[config.mk]
export PLATFORM = sky130hd
export DESIGN_NAME = repeater_bank
export DESIGN_NICKNAME = d
export VERILOG_FILES = /design/src/rtl/repeater_bank.sv
export SDC_FILE = /design/constraint.sdc
export NUM_CORES = 1
export LEC_CHECK = 0
export ABC_AREA = 1
export CORE_MARGIN = 3
export CORE_UTILIZATION = 39
export DETAILED_ROUTE_END_ITERATION = 6
export SLEW_MARGIN = 20
export SYNTH_ARGS = -nofsm -noshare
export SYNTH_HDL_FRONTEND = slang
export SYNTH_SLANG_ARGS = --single-unit
[constraint.sdc]
create_clock -name i_clk -period 2.18 [get_ports i_clk]
set_clock_uncertainty 0.2 [all_clocks]
set_input_delay 0.218 -clock i_clk [delete_from_list [all_inputs] [get_ports i_clk]]
set_output_delay 0.218 -clock i_clk [all_outputs]
set_load 0.03 [all_outputs]
[src/rtl/repeater_bank.sv]
// -----------------------------------------------------------------------------
// repeater_bank
//
// Bank of CH independent redstone-style repeaters. Each channel delays a
// change on its input by D = i_delay field + 1 redstone ticks. State only
// moves on clock edges where i_tick is high. A locked channel is frozen.
//
// Optional feature macro: REPEATER_BANK_PULSE_EXT_EN
//   defined   : a rising transition ignores the input, so every input pulse
//               is stretched to at least D ticks on the output.
//   undefined : an input drop while rising cancels the transition, so
//               pulses shorter than D ticks are swallowed.
//
// Parameters
//   CH   number of channels (1..32)
//   DW   delay field width per channel
//   INIT per-channel output value loaded by reset
//
// Ports
//   i_clk      system clock
//   i_rst      synchronous active-high reset (wins over i_tick and i_lock)
//   i_tick     redstone tick strobe
//   i_in       per-channel input power
//   i_lock     per-channel lock, freezes the channel on a tick
//   i_delay    per-channel delay field, channel c at [c*DW +: DW]
//   o_out      per-channel registered output
//   o_pending  per-channel registered flag, high while a transition is timed
// -----------------------------------------------------------------------------
module repeater_bank #(
  parameter int              CH   = 4,
  parameter int              DW   = 2,
  parameter logic [CH-1:0]   INIT = {CH{1'b0}}
) (
  input  logic               i_clk,
  input  logic               i_rst,
  input  logic               i_tick,
  input  logic [CH-1:0]      i_in,
  input  logic [CH-1:0]      i_lock,
  input  logic [CH*DW-1:0]   i_delay,
  output logic [CH-1:0]      o_out,
  output logic [CH-1:0]      o_pending
);

  typedef enum logic [1:0] {
    ST_OFF     = 2'd0,
    ST_RISING  = 2'd1,
    ST_ON      = 2'd2,
    ST_FALLING = 2'd3
  } state_t;

  localparam logic [DW-1:0] CNT_ZERO = {DW{1'b0}};
  localparam logic [DW-1:0] CNT_ONE  = DW'(1);

  for (genvar c = 0; c < CH; c++) begin : g_ch
    state_t          state_r;
    state_t          state_s;
    logic [DW-1:0]   cnt_r;
    logic [DW-1:0]   cnt_s;
    logic [DW-1:0]   field_s;
    logic            advance_s;
    logic            out_r;
    logic            pending_r;

    // The field is only consumed when a transition is launched; the
    // counter then runs on its own, so mid-count edits have no effect.
    assign field_s   = i_delay[c*DW +: DW];
    assign advance_s = i_tick & ~i_lock[c];

    // Next-state and counter logic for one channel.
    always_comb begin
      state_s = state_r;
      cnt_s   = cnt_r;
      if (advance_s) begin
        case (state_r)
          ST_OFF: begin
            if (i_in[c]) begin
              // A zero field means D=1: switch on the same tick.
              if (field_s == CNT_ZERO) begin
                state_s = ST_ON;
                cnt_s   = CNT_ZERO;
              end else begin
                state_s = ST_RISING;
                cnt_s   = field_s;
              end
            end else begin
              state_s = ST_OFF;
              cnt_s   = cnt_r;
            end
          end
          ST_RISING: begin
`ifdef REPEATER_BANK_PULSE_EXT_EN
            if (cnt_r == CNT_ONE) begin
              state_s = ST_ON;
              cnt_s   = CNT_ZERO;
            end else begin
              state_s = ST_RISING;
              cnt_s   = cnt_r - CNT_ONE;
            end
`else
            // Input dropped before the output rose: swallow the pulse.
            if (!i_in[c]) begin
              state_s = ST_OFF;
              cnt_s   = CNT_ZERO;
            end else if (cnt_r == CNT_ONE) begin
              state_s = ST_ON;
              cnt_s   = CNT_ZERO;
            end else begin
              state_s = ST_RISING;
              cnt_s   = cnt_r - CNT_ONE;
            end
`endif
          end
          ST_ON: begin
            if (!i_in[c]) begin
              if (field_s == CNT_ZERO) begin
                state_s = ST_OFF;
                cnt_s   = CNT_ZERO;
              end else begin
                state_s = ST_FALLING;
                cnt_s   = field_s;
              end
            end else begin
              state_s = ST_ON;
              cnt_s   = cnt_r;
            end
          end
          ST_FALLING: begin
            // The input is only looked at on the expiry tick.
            if (cnt_r == CNT_ONE) begin
              cnt_s = CNT_ZERO;
              if (i_in[c]) begin
                state_s = ST_ON;
              end else begin
                state_s = ST_OFF;
              end
            end else begin
              state_s = ST_FALLING;
              cnt_s   = cnt_r - CNT_ONE;
            end
          end
          default: begin
            state_s = ST_OFF;
            cnt_s   = CNT_ZERO;
          end
        endcase
      end else begin
        state_s = state_r;
        cnt_s   = cnt_r;
      end
    end

    // State, counter and registered outputs for one channel.
    always_ff @(posedge i_clk) begin
      if (i_rst) begin
        state_r   <= INIT[c] ? ST_ON : ST_OFF;
        cnt_r     <= CNT_ZERO;
        out_r     <= INIT[c];
        pending_r <= 1'b0;
      end else begin
        state_r   <= state_s;
        cnt_r     <= cnt_s;
        out_r     <= (state_s == ST_ON) || (state_s == ST_FALLING);
        pending_r <= (state_s == ST_RISING) || (state_s == ST_FALLING);
      end
    end

    assign o_out[c]     = out_r;
    assign o_pending[c] = pending_r;
  end

endmodule

==> results.ini <==
[yosys]
async_flop_share_pct = 0
syn_nets = 258
ys_ff_latch = 20
synth_largest_area_cell = dfxtp_1
netlist_area_sq_um = 1440
yosysMostFrequentCell = nand2_1
yosysWarningCount = 0
synth_top_area_share_pct = 27.9
synth-edff-count = 0
yosysSeqAreaShare_pct = 27.9
syn_area_per_cell_sq_um = 6.22
synth-main-ff-cell = dfxtp_1
synthTopCellsByArea = dfxtp_1 28%, nand2_1 15%, o21ai_0 8.4%, inv_1 7.8%, a21oi_1 7.3%
synthCells = 231
yosysUniqueCellTypes = 20
netlist_top_cells_count = 57 x nand2_1, 30 x inv_1, 27 x nor2_1

[status]
status = completed

[sta]
max_freq_ghz = 0.524
tightest_slew_ns = 0.327
drv_slew = 0
period_share_pct = 87.6
setup-tns-final_ns = 0
rsz0062_at_grt = false
maxSlewHeadroom_pct = 78.2
min_period_ns = 1.91
final-hold-violation-count = 0
setup_viol = 0
layout_setup_ws_ns = 0.271

[finish]
fin_cells = 298
syn_to_final_growth_pct = 21.6
drive_above_1_share_pct = 7.54
nets = 280
num_antenna_cells = 0
finalInstanceArea_sq_um = 1750

[critical_path]
critPathBufInv = 1
crit_chain = clkdlybuf4s50_1
criticalPathCategory = reg2out
path_max_fanout = 10
cp-start-kind = flip-flop
end_kind = primary output
cp_top_family = buffers and inverters
crit_path_top_delay_cell = clkdlybuf4s50_1
cpPeakStageDelay_ns = 0.74
crit_arrival_ns = 1.49
required_ns = 1.76

[clock_network]
cts.sinks = 20
cts_setup_buffers = 0
clk_pin_slew_ns = 0.07
clk_latency_ns = 0.25
cts_tree = done
cts_resized = 0
clockBufferDepth = 2
hold_buffers = 0
cts_htree_levels = 1
cts_root_buffer = clkbuf_8
numCtsBuffers = 3

[die]
die_x_microns = 66.7
num_rows = 21
io_pins = 27
dieArea_sq_um = 4450
start_util_pct = 41.8
core_sq_um = 3440
die_h_microns = 66.7

[drt]
drt-initial-drc-count = 75
ant_nets = 0
drt-total-wl_microns = 2920
drc_errors = 0
wl_per_cell_microns = 9.80
firstDrtPassIters = 4
vias_per_cell = 4.77
vias = 1421

[placement]
portBuffers = 26
dp_hpwl_microns = 2350
gp_congestion = 0.819
pre_cts_ws_ns = 0.469
dpl.cell_count = 294
place_area_sq_um = 1690

[power]
ir_worst_vdd_v = 0.000459
p_leak_uw = 0.000791
power_density_nw_per_um2 = 534

[global_routing]
grt.overflow.total = 0
grt_pass1_vias = 1243
antenna_found_initial = 0
grt_max_degree = 13
grt_pass1_wl_microns = 5090
grt_use_total_pct = 14.4

[worst_hold_path]
hold_path.class = reg2reg

[flow_run]
max_cap_viol_count = 0

[where the power goes]
group | internal, uW | switching (uW)
clock network | 160 | 110
registers | 391 | 25.0
logic | 106 | 141
[cells by family (layout without fill, tap and decap cells)]
kind of cell	after synthesis	count (layout)	synth area share [%]
simple gates	106	106	31.9
fa+ha+maj	8	8	6.96
compound gates	52	52	19.3
flops	20	20	27.9
buf+inv	45	66	14.0
[cells in the final DEF, fill, tap and decap left out, drive strengths merged, types with 3 or more instances in the layout]
cell type | Yosys | final
nand2 | 58 | 58
inv | 35 | 35
nor2 | 32 | 32
clkdlybuf4s50 | 0 | 26
o21ai | 24 | 24
a21oi | 21 | 21
dfxtp | 20 | 20
ha | 8 | 8
nand3 | 8 | 8
nand4 | 4 | 4
nor3 | 4 | 4
clkbuf | 0 | 4
o31ai | 3 | 3
o21a | 3 | 3
[layout make-up]
type / instances / area, sq um
Fill cell: 376 / 1690
Multi-Input combinational cell: 166 / 836
Sequential cell: 20 / 400
Timing Repair Buffer: 27 / 268
Inverter: 35 / 131
Tap cell: 46 / 57.6
Clock buffer: 4 / 55.1
[worst paths after layout]
| path | end | cells past startpoint | slack (ns) | startpoint |
|---|---|---|---|---|
| max | o_pending[3] | 1 | 0.27 | g_ch[3].pending_r |
| min | g_ch[3].state_r[1] | 2 | 0.34 | g_ch[3].state_r[1] |
| max reg2reg | g_ch[1].cnt_r[1] | 6 | 0.81 | g_ch[1].state_r[0] |
| min reg2reg | g_ch[3].state_r[1] | 2 | 0.34 | g_ch[3].state_r[1] |
[per-layer routing]
metal	share of wire (%)	vias to the layer above	global-route usage (%)
met4	0.72	0	4.31
li1	-	777	-
met2	45	20	23.9
met5	0	-	0
met3	3.7	2	3.04
met1	50	622	18.5
[flip-flops by register name, indices dropped and copies added (netlist names)]
name and count:
g_ch.pending_r 1, g_ch.state_r 7, g_ch.out_r 4, g_ch.cnt_r 8
[through the flow]
stage	hold slack (ns)	total power (uW)	utilization (%)
floorplan	0.0871	593	-
global placement	0.337	675	49.2
detailed placement	0.329	673	49.2
CTS	0.344	948	50.8
global route	0.363	1000	50.8
finish	0.338	933	50.8
Note: power is estimated with default switching activity, not from simulation.
